**config.mk**
```make
export PLATFORM = sky130hd
export DESIGN_NAME = apu_sample_stream
export DESIGN_NICKNAME = d
export VERILOG_FILES = /design/src/rtl/apu_sample_stream.sv
export SDC_FILE = /design/constraint.sdc
export NUM_CORES = 1
export LEC_CHECK = 0
export BUFFER_PORTS_ARGS = -buffer_cell sky130_fd_sc_hd__buf_2
export CAP_MARGIN = 20
export CORE_MARGIN = 2
export CORE_UTILIZATION = 55
export DETAILED_ROUTE_END_ITERATION = 16
export HOLD_SLACK_MARGIN = 0.08
export PLACE_DENSITY = 0.8
export SLEW_MARGIN = 20
export SYNTH_ARGS = -nofsm -noshare
export SYNTH_HDL_FRONTEND = slang
export SYNTH_SLANG_ARGS = --single-unit
```
**constraint.sdc**
```tcl
create_clock -name i_clk -period 3 [get_ports i_clk]
set_input_delay 0 -clock i_clk [delete_from_list [all_inputs] [get_ports i_clk]]
set_output_delay 0 -clock i_clk [all_outputs]
set_load 0.01 [all_outputs]
```
**src/rtl/apu_sample_stream.sv**
```systemverilog
// APU output stage: decimates the per-clock sample, scales it by volume with saturation,
// and buffers the results in a first-word-fall-through FIFO drained by valid/ready.
module apu_sample_stream #(
  parameter int IN_WIDTH   = 9,
  parameter int OUT_WIDTH  = 8,
  parameter int DECIM      = 23,
  parameter int VOL_WIDTH  = 4,
  parameter int FIFO_DEPTH = 16
) (
  input  logic                            i_clk,
  input  logic                            i_rst_n,
  input  logic [IN_WIDTH-1:0]             i_sample,
  input  logic [VOL_WIDTH-1:0]            i_volume,
  input  logic                            i_mute,
  output logic [OUT_WIDTH-1:0]            o_sample,
  output logic                            o_valid,
  input  logic                            i_ready,
  output logic [$clog2(FIFO_DEPTH):0]     o_level,
  output logic                            o_overflow,
  input  logic                            i_clear_overflow
);

  localparam int CNT_W  = $clog2(DECIM);
  localparam int PTR_W  = $clog2(FIFO_DEPTH);
  localparam int LVL_W  = PTR_W + 1;
  localparam int PROD_W = IN_WIDTH + VOL_WIDTH + 1;
  localparam int SCL_W  = IN_WIDTH + 1;

  // Decimation counter
  logic [CNT_W-1:0] cnt_q, cnt_d;
  logic             tick;

  assign tick  = (cnt_q == CNT_W'(DECIM - 1));
  assign cnt_d = tick ? '0 : cnt_q + CNT_W'(1);

  always_ff @(posedge i_clk or negedge i_rst_n) begin
    if (!i_rst_n) begin
      cnt_q <= '0;
    end else begin
      cnt_q <= cnt_d;
    end
  end

  // Stage 1: volume scaling and saturation of the point-sampled input
  logic [VOL_WIDTH:0]   gain;
  logic [PROD_W-1:0]    prod;
  logic [SCL_W-1:0]     scaled;
  logic [OUT_WIDTH-1:0] sat;
  logic [OUT_WIDTH-1:0] s1_sample_q, s1_sample_d;
  logic                 s1_valid_q, s1_valid_d;

  assign gain   = {1'b0, i_volume} + (VOL_WIDTH + 1)'(1);
  assign prod   = PROD_W'(i_sample) * PROD_W'(gain);
  assign scaled = SCL_W'(prod >> VOL_WIDTH);

  always_comb begin
    sat = scaled[OUT_WIDTH-1:0];
    if (|scaled[SCL_W-1:OUT_WIDTH]) begin
      sat = '1;
    end
    if (i_mute) begin
      sat = '0;
    end
  end

  always_comb begin
    s1_valid_d  = tick;
    s1_sample_d = s1_sample_q;
    if (tick) begin
      s1_sample_d = sat;
    end
  end

  always_ff @(posedge i_clk or negedge i_rst_n) begin
    if (!i_rst_n) begin
      s1_valid_q  <= 1'b0;
      s1_sample_q <= '0;
    end else begin
      s1_valid_q  <= s1_valid_d;
      s1_sample_q <= s1_sample_d;
    end
  end

  // Stage 2: output FIFO
  logic [OUT_WIDTH-1:0] mem_q [FIFO_DEPTH];
  logic [PTR_W-1:0]     wr_ptr_q, wr_ptr_d;
  logic [PTR_W-1:0]     rd_ptr_q, rd_ptr_d;
  logic [LVL_W-1:0]     level_q, level_d;
  logic                 ovf_q, ovf_d;
  logic                 full, empty, push, pop, drop;

  assign full  = (level_q == LVL_W'(FIFO_DEPTH));
  assign empty = (level_q == '0);
  assign pop   = !empty && i_ready;
  // A pop in the same cycle frees the slot, so a full FIFO still accepts the push.
  assign push  = s1_valid_q && (!full || pop);
  assign drop  = s1_valid_q && full && !pop;

  always_comb begin
    wr_ptr_d = wr_ptr_q;
    rd_ptr_d = rd_ptr_q;
    level_d  = level_q;
    ovf_d    = ovf_q;
    if (push) begin
      wr_ptr_d = wr_ptr_q + PTR_W'(1);
    end
    if (pop) begin
      rd_ptr_d = rd_ptr_q + PTR_W'(1);
    end
    case ({push, pop})
      2'b10:   level_d = level_q + LVL_W'(1);
      2'b01:   level_d = level_q - LVL_W'(1);
      default: level_d = level_q;
    endcase
    if (drop) begin
      ovf_d = 1'b1;
    end else if (i_clear_overflow) begin
      ovf_d = 1'b0;
    end
  end

  always_ff @(posedge i_clk or negedge i_rst_n) begin
    if (!i_rst_n) begin
      wr_ptr_q <= '0;
      rd_ptr_q <= '0;
      level_q  <= '0;
      ovf_q    <= 1'b0;
    end else begin
      wr_ptr_q <= wr_ptr_d;
      rd_ptr_q <= rd_ptr_d;
      level_q  <= level_d;
      ovf_q    <= ovf_d;
    end
  end

  // Storage carries no reset; stale entries are never visible because o_sample is gated by empty.
  always_ff @(posedge i_clk) begin
    if (push) begin
      mem_q[wr_ptr_q] <= s1_sample_q;
    end
  end

  assign o_valid    = !empty;
  assign o_sample   = empty ? '0 : mem_q[rd_ptr_q];
  assign o_level    = level_q;
  assign o_overflow = ovf_q;

endmodule

```
After elaboration in Yosys (flattened, before gate mapping)
Memory sizes are Yosys's and may differ from the RTL's.
Cells that the tools add are included.
- flip-flop bits (word level): 28
- memory bits (writable): 128
- bits of input ports: 18
- output and inout bits: 15
- word-level logic and storage cells: 40
- memories kept: 1
- memories (name ; depth ; bits a word ; rd ports ; clocked after Yosys merged registers in ; wr ports ; RTL line ; RTL):
    mem_q ; 16 ; 8 ; 1 ; 0 ; 1 ; 85 ; logic [OUT_WIDTH-1:0] mem_q [FIFO_DEPTH];
- add/sub/neg operators: 6
- multiply operators: 1
- equality and inequality tests: 4
- multiplexer cells: 9
- reduce and logical (&&, ||, !) cells: 12
- operators by type and width (operator ; number):
    two-way mux 8 bit ; 3
    multiplier 9 x 5 -> 14 bit ; 1
    adder 5 x 1 -> 5 bit, second input constant ; 2
    == test 5 bit, second input constant ; 2
    case mux 5 bit (2 select lines) ; 1
    adder 4 x 1 -> 4 bit, second input constant ; 2
    adder 4 x 1 -> 5 bit, second input constant ; 1
    logical NOT 5 bit ; 1
    two-way mux 5 bit ; 1
    subtractor 5 x 1 -> 5 bit, second input constant ; 1
    logical AND 1 bit ; 4
    two-way mux 1 bit ; 4
    nonzero test 2 bit ; 2
    logical NOT 1 bit ; 3
    == test 2 x 1 -> 1 bit, second input constant ; 1
    == test 2 bit, second input constant ; 1
    OR reduction 2 bit ; 1
    logical OR 1 bit ; 1

Longest topological paths before layout
Gate-level depths: netlist of run 1.
- depth in word-level cells: 7
- gate-level depth with buffers: 18
- gate-level depth less buffers: 17

Worst setup path before layout of run 1
No wires, ideal clock.
- kind: input to register
- from: in i_volume[0]
- to: reg s1_sample_q[5]
- setup time: 0.127 ns
- data arrival time: 3.804 ns
- required time: 2.873 ns
- slack: -0.930 ns
- cell stages on the path: 17
- buffers on the path: 1
- cell sequence: ha_1 > and3_1 > clkbuf_1 > and2_1 > fa_1 > fa_1 > inv_1 > fa_1 > inv_1 > ha_1 > a21o_1 > a21oi_2 > o21ai_4 > a31o_4 > xor2_4 > nor3_1 > o21ai_1
- cells in the longest elaborated chain, start to end: 5
- ends and longest elaborated chain (what ; RTL line ; RTL):
    start, declared ; 13 ; input logic [VOL_WIDTH-1:0] i_volume,
    adder 4 x 1 -> 5 bit * ; 52 ; assign gain = {1'b0, i_volume} + (VOL_WIDTH + 1)'(1);
    multiplier 9 x 5 -> 14 bit * ; 53 ; assign prod = PROD_W'(i_sample) * PROD_W'(gain);
    OR reduction 2 bit ; 58 ; if (|scaled[SCL_W-1:OUT_WIDTH]) begin
    two-way mux 8 bit * ; 58 ;
    two-way mux 8 bit * ; 61 ; if (i_mute) begin
    end signal, assigned ; 80 ; s1_sample_q <= s1_sample_d;
    end, declared ; 49 ; logic [OUT_WIDTH-1:0] s1_sample_q, s1_sample_d;
Mark *: on every way between the ends. The rest lies on a longest branch, timed or not.
A chain may end at the register's enable or synchronous reset.

Worst setup path in the final report of run 1
- from: in i_volume[0]
- to: reg s1_sample_q[3]
The elaborated chain is that of the path after synthesis.

==> flow_metrics.py, run 1 <==
metrics = {
    "clocking": {
        "numCtsBuffers": 17,
        "cts_root_buf": "clkbuf_16",
        "path_clk_slew_ns": 0.06,
        "cts.path.max_buffers": 2,
        "clock-sinks": 156,
        "htree_levels": 4,
        "tritoncts": "built",
        "clk-insertion-delay-late_ns": 0.42,
    },
    "die": {
        "core_area_mm2": 0.0138,
        "die-area_mm2": 0.0150,
        "rows": 43,
        "start_util_pct": 56.0,
        "die_w_um": 122,
        "io_pins": 33,
        "dieHeight_um": 122,
    },
    "synth": {
        "synth-seq-cells": 156,
        "synth_area_mm2": 0.00772,
        "synth_area_per_cell_um2": 15.8,
        "yosysWarningCount": 0,
        "synth-seq-area-share_pct": 58.9,
        "yosys.cell_types.count": 54,
        "synth_edf_count": 128,
        "synthArstFlopShare_pct": 17.9,
        "ys.flop_type": "edfxtp_1",
        "syn_inst": 488,
        "syn-num-nets": 559,
    },
    "timing": {
        "finClkSkew_ns": 0.00997,
        "max_freq_mhz": 297,
        "fin_ws_ns": -0.367,
        "rsz0062_at_grt": "true",
        "drv_slew": 0,
        "maxSlewHeadroom_pct": 43.5,
        "tightest_slew_ns": 0.844,
        "setup_viol_count_final": 8,
        "hold_viol": 0,
        "period_minus_slack_ns": 3.37,
        "fin_crit_sh_pct": 112,
    },
    "detailed_routing": {
        "num_vias": 4353,
        "wl_per_cell_um": 20.5,
        "drt-total-wl_um": 15700,
        "drc": 0,
        "vias_per_cell": 5.68,
        "ant_nets": 0,
        "dr.pass1.iters": 6,
        "drtIter0Drc": 296,
    },
    "power": {
        "powerDensity_mw_per_mm2": 822,
        "report.power.total_mw": 7.62,
        "p_leak_nw": 3.52,
        "irDropWorstVdd_mv": 0.470,
    },
    "final_layout": {
        "multi_input_area_mm2": 0.00316,
        "seqCellArea_mm2": 0.00455,
        "fin_nets": 643,
        "area_growth_pct": 20.1,
        "final_common_cell": "edfxtp_1",
        "layout_common_cells": "edfxtp_1 (128), buf_4 (41), mux4_2 (40)",
        "final_util_pct": 67.3,
        "drive_gt1_share_pct": 33.2,
        "nFillCells": 941,
    },
    "setup_path": {
        "cp.arrival_ns": 3.66,
        "regToRegSetupSlack_ns": 0.20,
        "required_ns": 3.30,
        "critical_path.max_stage_delay_ns": 0.53,
        "cp-start-kind": "input port",
        "r2r-start": "o_level[0]$_DFFE_PN0P_",
        "end_kind": "flip-flop",
        "worstSetupPathType": "input port to flip-flop",
        "cp_slowest_cell": "fa_1",
        "crit_fanout": 7,
        "crit_chain": "buf_8, ha_4, xor2_4, and2_4, fa_2, fa_1, inv_1, fa_1, inv_1, ha_2, and2_1, a32o_2, o21a_1, nor2_1, xnor2_1, a22oi_1, o21ai_1",
        "reg2reg_to": "o_level[4]$_DFFE_PN0P_",
        "r2r_cells": 13,
    },
    "status": {
        "violations": "setup timing",
        "status": "finished, violations left",
    },
    "global_routing": {
        "grt_pass1_vias": 4567,
        "grt_antenna_before_repair": 1,
        "grt_use_total_pct": 22.9,
        "overflow": 0,
        "grt_max_degree": 29,
        "grt_pass1_wl_um": 24800,
    },
    "placed_design": {
        "pre_cts_ws_ns": -0.862,
        "gp_congestion": 0.790,
        "io_buffers": 32,
        "dpl.hpwl_um": 10600,
    },
    "worst_hold_path": {
        "hold_class": "input port to asynchronous set/reset pin",
    },
    "flow_run": {
        "drv_cap": 0,
    },
}
## metrics by stage
stage               std cells  cell area [µm²]  TNS [ns]  hold slack, ns
floorplan                 488             7850     -4.00          -0.296
global placement          726             8480     -5.97          0.0618
detailed placement        726             8480     -6.73          0.0779
CTS                       764             9210     -2.54           0.168
global route              765             9270     -3.74           0.205
finish                    766             9270     -2.60           0.148
## power by group
| part | leakage [nW] | switching (mW) | internal, mW |
|---|---|---|---|
| Sequential | 1.48 | 0.432 | 2.66 |
| Clock | 0.295 | 0.847 | 1.33 |
| Combinational | 1.74 | 1.06 | 1.30 |
| Total | 3.52 | 2.33 | 5.28 |
## state kept, by name, summed over array words and instances, names as in the netlist
signal and count:
s1_sample_q 8, rd_ptr_q 4, cnt_q 5, o_overflow 1, o_level 5, mem_q 128, s1_valid_q 1, wr_ptr_q 4
## area by class of cell
class	instances	share of cell area, %
antenna	1	0.0270
clock buffer	18	4.63
clock inverter	14	1.97
inverter	35	1.42
multi-input combinational	280	34.1
sequential	156	49.0
tap	180	2.43
timing repair buffer	82	6.34
## timing repair
action / in CTS / in global routing
endpoints found under the hold margin: 38 / 0
setup endpoints to repair: 8 / 9
hold buffers: 5 / 0
buffers inserted: 1 / 1
pin swaps: 21 / 17
resized for setup: 18 / 12
## cells by family (layout without fill, tap and decap cells)
kind of cell / Yosys count / in the layout / share of synthesized area, %
buffers and inverters: 52 / 149 / 2.89
muxes: 42 / 42 / 12.0
DFF: 156 / 156 / 58.9
xor gates and xnor gates: 22 / 22 / 2.84
other: 0 / 1 / 0
and+or+nand+nor: 116 / 116 / 8.27
AOI/OAI and AO/OA: 47 / 47 / 4.52
adders and majority gates: 53 / 53 / 10.6
## critical path, delay by kind of cell
kind | cells | cell delay (ns)
buffers and inverters | 3 | 0.20
adder cells (fa/ha/maj) | 5 | 1.90
XOR/XNOR | 2 | 0.37
AO/OA/AOI/OAI | 4 | 0.71
AND/OR/NAND/NOR | 3 | 0.48
## synth_stat cells, types with 12 or more instances
cell      count  area, µm²
nor2_1       19       71.3
inv_1        32        120
dfrtp_1      28        701
and2_1       27        169
nand2_1      17       63.8
edfxtp_1    128       3840
ha_1         32        400
fa_1         21        420
mux4_2       40        901
xnor2_1      12        105
nor2b_1      19        119
## worst max-delay path by stage
stage,startpoint,to,cells after the start
finish,i_volume[0],s1_sample_q[3]$_DFFE_PN0P_,17
global route,i_volume[0],s1_sample_q[6]$_DFFE_PN0P_,17
CTS,i_volume[0],s1_sample_q[6]$_DFFE_PN0P_,16
detailed placement,i_volume[0],s1_sample_q[6]$_DFFE_PN0P_,16
global placement,i_volume[0],s1_sample_q[6]$_DFFE_PN0P_,16
floorplan,i_volume[1],s1_sample_q[6]$_DFFE_PN0P_,16
## routing by layer
layer	part of all wire (%)	GRT usage (%)
met5	0	0
met3	5.1	5.76
met1	38	27.2
met2	56	40.7
met4	1.6	7.47
(Power assumes the default switching activity.)
==> run 2, diff against run 1 <==
--- a/config.mk
+++ b/config.mk
@@ -13,3 +13,3 @@
 export HOLD_SLACK_MARGIN = 0.08
-export PLACE_DENSITY = 0.8
+export PLACE_DENSITY = 0.72
 export SLEW_MARGIN = 20
==> constraint.sdc (replaced) <==
create_clock -name i_clk -period 3 [get_ports i_clk]
set_input_delay 0.9 -clock i_clk [delete_from_list [all_inputs] [get_ports i_clk]]
set_output_delay 0.9 -clock i_clk [all_outputs]
set_load 0.01 [all_outputs]
==> flow_metrics.py, run 2 (synthesis results as in run 1) <==
metrics = {
    "setup_path": {
        "cp.arrival_ns": 4.53,
        "worstSetupPathType": "input port to flip-flop",
        "end_kind": "flip-flop",
        "cp-start-kind": "input port",
        "required_ns": 3.28,
        "crit_fanout": 6,
    },
    "global_routing": {
        "grt_pass1_vias": 4625,
        "busiest_layer": "met2",
        "grt_antenna_before_repair": 0,
        "grt_pass1_wl_um": 25600,
        "gr-usage-met3_pct": 4.37,
        "overflow": 0,
        "grt_use_total_pct": 23.6,
        "grt.met1_usage_pct": 31.1,
        "grt_use_met2_pct": 40.1,
        "grt_max_degree": 36,
    },
    "clocking": {
        "tritoncts": "built",
        "cts_root_buf": "clkbuf_16",
        "clock-sinks": 156,
        "numCtsBuffers": 17,
        "htree_levels": 4,
        "cts.path.max_buffers": 2,
        "path_clk_slew_ns": 0.06,
        "clk-insertion-delay-late_ns": 0.42,
    },
    "placed_design": {
        "io_buffers": 32,
        "gp_congestion": 0.890,
        "dpl.hpwl_um": 10600,
        "placed_cells": 742,
    },
    "die": {
        "core_area_mm2": 0.0138,
        "dieHeight_um": 122,
        "io_pins": 33,
        "start_util_pct": 56.0,
        "die_w_um": 122,
        "rows": 43,
        "die-area_mm2": 0.0150,
    },
    "timing": {
        "hold_viol": 0,
        "max_freq_mhz": 236,
        "drv_slew": 0,
        "rsz0062_at_grt": "true",
        "setup_tns_ns": -12.27,
        "setup_viol_count_final": 16,
        "period_minus_slack_ns": 4.24,
        "finClkSkew_ns": 0.00712,
        "holdWs_ns": 0.487,
        "fin_ws_ns": -1.24,
        "tightest_slew_ns": 0.808,
        "maxSlewHeadroom_pct": 45.9,
        "fin_crit_sh_pct": 141,
    },
    "final_layout": {
        "drive_gt1_share_pct": 35.8,
        "fin_nets": 661,
        "area_growth_pct": 23.5,
        "largest_register_ffs": 128,
        "reg_top3": "mem_q (128), s1_sample_q (8)",
        "layout_common_cells": "edfxtp_1 (128), buf_4 (59), mux4_2 (40)",
        "diodes": 0,
        "final_common_cell": "edfxtp_1",
        "regMostFlops": "mem_q",
        "instances_no_fill": 783,
    },
    "detailed_routing": {
        "dr.pass1.iters": 9,
        "drtIter0Drc": 295,
        "drc": 0,
        "num_vias": 4528,
        "wl_per_cell_um": 20.8,
        "vias_per_cell": 5.78,
        "ant_nets": 0,
        "drt-total-wl_um": 16300,
    },
    "power": {
        "power.net_switching_mw": 2.49,
        "power_frac_comb_pct": 34.9,
        "powerDensity_mw_per_mm2": 852,
        "p_leak_nw": 3.69,
        "irDropWorstVdd_mv": 0.467,
        "p_seq_share_pct": 37.3,
        "report.power.total_mw": 8.12,
        "p_int_mw": 5.62,
        "netSwitchingFraction_pct": 30.7,
        "clockPowerShare_pct": 27.8,
    },
    "status": {
        "violations": "setup timing",
        "status": "finished, violations left",
    },
    "flow_run": {
        "drv_cap": 0,
    },
    "worst_hold_path": {
        "hold_class": "flip-flop to flip-flop",
    },
}
run 2: cell count changes in the layout (fill, tap and decap cells not counted), sizes merged:
cell / previous run / this run
clkinvlp: 1 / 2
inv: 40 / 43
dlygate4sd3: 5 / 0
buf: 77 / 100
clkbuf: 18 / 17
clkinv: 5 / 2
diode: 1 / 0
run 2: power by group through the flow:
stage                     Sequential (mW)  Clock [mW]  Combinational (mW)
after CTS                            3.02        2.28                2.76
final                                3.03        2.26                2.83
after detailed placement             3.07           0                2.35
after global routing                 3.06        2.37                3.05
after floorplan                      2.88           0                1.74
after global placement               3.03           0                2.30
run 2: per-stage QoR:
step / instance area [µm²] / worst slack (ns) / utilization [%]
global route: 9530 / -1.36 / 69.2
finish: 9530 / -1.24 / 69.2
floorplan: 7850 / -1.47 / -
CTS: 9480 / -1.22 / 68.8
detailed placement: 8610 / -1.79 / 62.5
global placement: 8610 / -1.73 / 62.5
run 2: what timing repair did:
| item | in CTS | in global routing |
|---|---|---|
| setup buffers | 6 | 1 |
| pin swaps | 23 | 8 |
| resized for setup | 31 | 10 |
| gates cloned | 2 | 0 |
| hold buffers | 0 | 0 |
| endpoints found under the setup margin | 16 | 16 |
run 2: path summary, 6_finish.rpt:
| kind | startpoint | to | cells past startpoint | slack, ns |
|---|---|---|---|---|
| setup / recovery | i_volume[0] | s1_sample_q[0]$_DFFE_PN0P_ | 16 | -1.24 |
| hold / removal | cnt_q[0]$_DFF_PN0_ | cnt_q[0]$_DFF_PN0_ | 1 | 0.49 |
| setup reg to reg | o_level[0]$_DFFE_PN0P_ | o_level[4]$_DFFE_PN0P_ | 13 | 0.24 |
| hold reg to reg | cnt_q[0]$_DFF_PN0_ | cnt_q[0]$_DFF_PN0_ | 1 | 0.49 |
| max in group asynchronous | i_rst_n | rd_ptr_q[0]$_DFFE_PN0P_ | 1 | 2.02 |
| min in group asynchronous | i_rst_n | rd_ptr_q[3]$_DFFE_PN0P_ | 1 | 0.52 |
run 2: critical path, stage by stage:
cell	delay, ns
buf_8	0.11
ha_4	0.17
xor2_4	0.22
nand2_2	0.09
fa_1	0.49
fa_1	0.51
inv_2	0.05
fa_1	0.58
ha_4	0.21
a21o_1	0.19
a31oi_4	0.21
o21ai_4	0.10
a31o_4	0.26
xor2_4	0.17
nor2_4	0.18
a31oi_1	0.11
run 2: cell type report:
class | count | area, µm²
tap | 180 | 225
fill | 902 | 4250
timing repair buffer | 100 | 835
clock inverter | 15 | 203
clock buffer | 17 | 425
multi-input combinational | 280 | 3160
sequential | 156 | 4550
inverter | 35 | 131
run 2: routing by layer:
metal  share of wire, %  vias up
met4                1.3        0
met1                 42     2352
met5                  0        -
met3                3.6       20
li1                   -     2018
met2                 53      138
==> run 3, diff against run 2 <==
- ABC_AREA: not set -> 0
- SETUP_SLACK_MARGIN: not set -> 0.5
==> flow_metrics.py, run 3 (synthesis results as in run 1) <==
metrics = {
    "detailed_routing": {
        "dr.pass1.iters": 4,
        "drc": 0,
        "wl_per_cell_um": 19.9,
        "drtIter0Drc": 328,
        "vias_per_cell": 5.66,
        "drt-total-wl_um": 15800,
        "num_vias": 4498,
        "ant_nets": 0,
    },
    "timing": {
        "fin_crit_sh_pct": 142,
        "setup_viol_count_final": 16,
        "maxSlewHeadroom_pct": 56.4,
        "period_minus_slack_ns": 4.26,
        "finClkSkew_ns": 0.00577,
        "holdWs_ns": 0.490,
        "drv_slew": 0,
        "fin_ws_ns": -1.26,
        "hold_viol": 0,
        "tightest_slew_ns": 0.655,
        "max_freq_mhz": 235,
        "rsz0062_at_grt": "true",
    },
    "global_routing": {
        "overflow": 0,
        "grt_pass1_vias": 4674,
        "grt_max_degree": 36,
        "grt_antenna_before_repair": 0,
        "grt_use_total_pct": 22.4,
        "grt_pass1_wl_um": 24800,
    },
    "power": {
        "power.net_switching_mw": 2.46,
        "netSwitchingFraction_pct": 29.4,
        "report.power.total_mw": 8.36,
        "p_leak_nw": 3.78,
        "clockPowerShare_pct": 26.1,
        "power_frac_comb_pct": 37.6,
        "irDropWorstVdd_mv": 0.415,
        "powerDensity_mw_per_mm2": 856,
        "p_seq_share_pct": 36.3,
        "p_int_mw": 5.90,
    },
    "setup_path": {
        "worstSetupPathType": "input port to flip-flop",
        "r2r_cells": 14,
        "crit_fanout": 6,
        "required_ns": 3.29,
        "end_kind": "flip-flop",
        "r2r-start": "o_level[2]$_DFFE_PN0P_",
        "reg2reg_to": "o_level[4]$_DFFE_PN0P_",
        "regToRegSetupSlack_ns": 0.53,
        "cp-start-kind": "input port",
        "cp.arrival_ns": 4.55,
    },
    "clocking": {
        "htree_levels": 4,
        "clock-sinks": 156,
        "cts_hold_buf": 0,
        "cts_root_buf": "clkbuf_16",
        "numCtsBuffers": 17,
        "clk-insertion-delay-late_ns": 0.41,
        "path_clk_slew_ns": 0.06,
        "tritoncts": "built",
        "cts.path.max_buffers": 2,
    },
    "die": {
        "io_pins": 33,
        "core_area_mm2": 0.0138,
        "die-area_mm2": 0.0150,
        "dieHeight_um": 122,
        "die_w_um": 122,
        "rows": 43,
        "start_util_pct": 56.0,
    },
    "final_layout": {
        "layout_common_cells": "edfxtp_1 (128), buf_4 (66), mux4_2 (40)",
        "reg_top3": "mem_q (128), s1_sample_q (8)",
        "regMostFlops": "mem_q",
        "diodes": 0,
        "nFillCells": 884,
        "largest_register_ffs": 128,
        "final_common_cell": "edfxtp_1",
        "instances_no_fill": 794,
        "drive_gt1_share_pct": 39.4,
        "fin_nets": 674,
        "area_growth_pct": 26.6,
    },
    "status": {
        "status": "finished, violations left",
        "violations": "setup timing",
    },
    "worst_hold_path": {
        "hold_start": "cnt_q[0]$_DFF_PN0_",
        "hold_class": "flip-flop to flip-flop",
        "min_path_cells": 1,
        "min_to": "cnt_q[0]$_DFF_PN0_",
    },
    "placed_design": {
        "placed_cells": 742,
        "io_buffers": 32,
        "gp_congestion": 0.787,
        "pre_cts_ws_ns": -1.74,
        "dpl.hpwl_um": 10300,
    },
    "flow_run": {
        "drv_cap": 0,
    },
}
[run 3: power groups by stage]
stage | logic, mW | clock network (mW) | registers [mW]
2_1_floorplan | 1.90 | 0 | 2.88
3_3_place_gp | 2.40 | 0 | 3.02
3_5_place_dp | 2.46 | 0 | 3.06
4_1_cts | 2.90 | 2.20 | 3.02
5_1_grt | 3.39 | 2.28 | 3.07
6_report | 3.14 | 2.18 | 3.03
[run 3: layout make-up]
class                           instances  area, µm²  share of cell area (%)
Clock inverter                         12        174                    1.78
Inverter                               35        136                    1.40
Clock buffer                           18        429                    4.39
Tap cell                              180        225                    2.31
Sequential cell                       156       4550                    46.5
Multi-Input combinational cell        280       3260                    33.4
Timing Repair Buffer                  113        993                    10.2
[run 3: critical path, cell delays in order]
cell and delay (ns):
buf_8 0.11, ha_4 0.17, xor2_4 0.21, and2_4 0.18, fa_1 0.48, fa_1 0.50
inv_2 0.04, fa_1 0.48, inv_2 0.05, ha_4 0.23, a21o_1 0.18, a21oi_4 0.21
o21ai_4 0.11, a221o_1 0.34, xnor2_2 0.16, a2bb2oi_2 0.13, o21ai_1 0.07
[run 3: timing repair]
item,in CTS,in global routing
buffers inserted,13,7
resized for setup,38,24
endpoints found under the setup margin,18,19
pin swaps,28,27
gates cloned,1,1
[run 3: how the worst max path moves through the flow]
| stage | from | endpoint | slack (ns) | cells past startpoint |
|---|---|---|---|---|
| global route | i_volume[0] | s1_sample_q[6]$_DFFE_PN0P_ | -1.41 | 17 |
| CTS | i_volume[0] | s1_sample_q[0]$_DFFE_PN0P_ | -1.21 | 16 |
| finish | i_volume[0] | s1_sample_q[6]$_DFFE_PN0P_ | -1.26 | 17 |
| global placement | i_volume[0] | s1_sample_q[6]$_DFFE_PN0P_ | -1.67 | 17 |
| floorplan | i_volume[1] | s1_sample_q[6]$_DFFE_PN0P_ | -1.47 | 16 |
| detailed placement | i_volume[0] | s1_sample_q[6]$_DFFE_PN0P_ | -1.74 | 17 |
[run 3: routing by layer]
metal	GRT usage [%]	up-vias	part of all wire [%]
met1	27.6	2342	39
met5	0	-	0
met4	7.04	0	1.5
li1	-	2039	-
met2	39.7	101	56
met3	4.55	16	3.5
[run 3: metrics by stage]
step	TNS [ns]	area (µm²)	utilization [%]
after floorplan	-11.20	7960	-
after global placement	-13.12	8690	63.1
after detailed placement	-13.73	8690	63.1
after CTS	-12.03	9590	69.6
after global routing	-13.96	9770	70.9
final	-12.25	9770	70.9
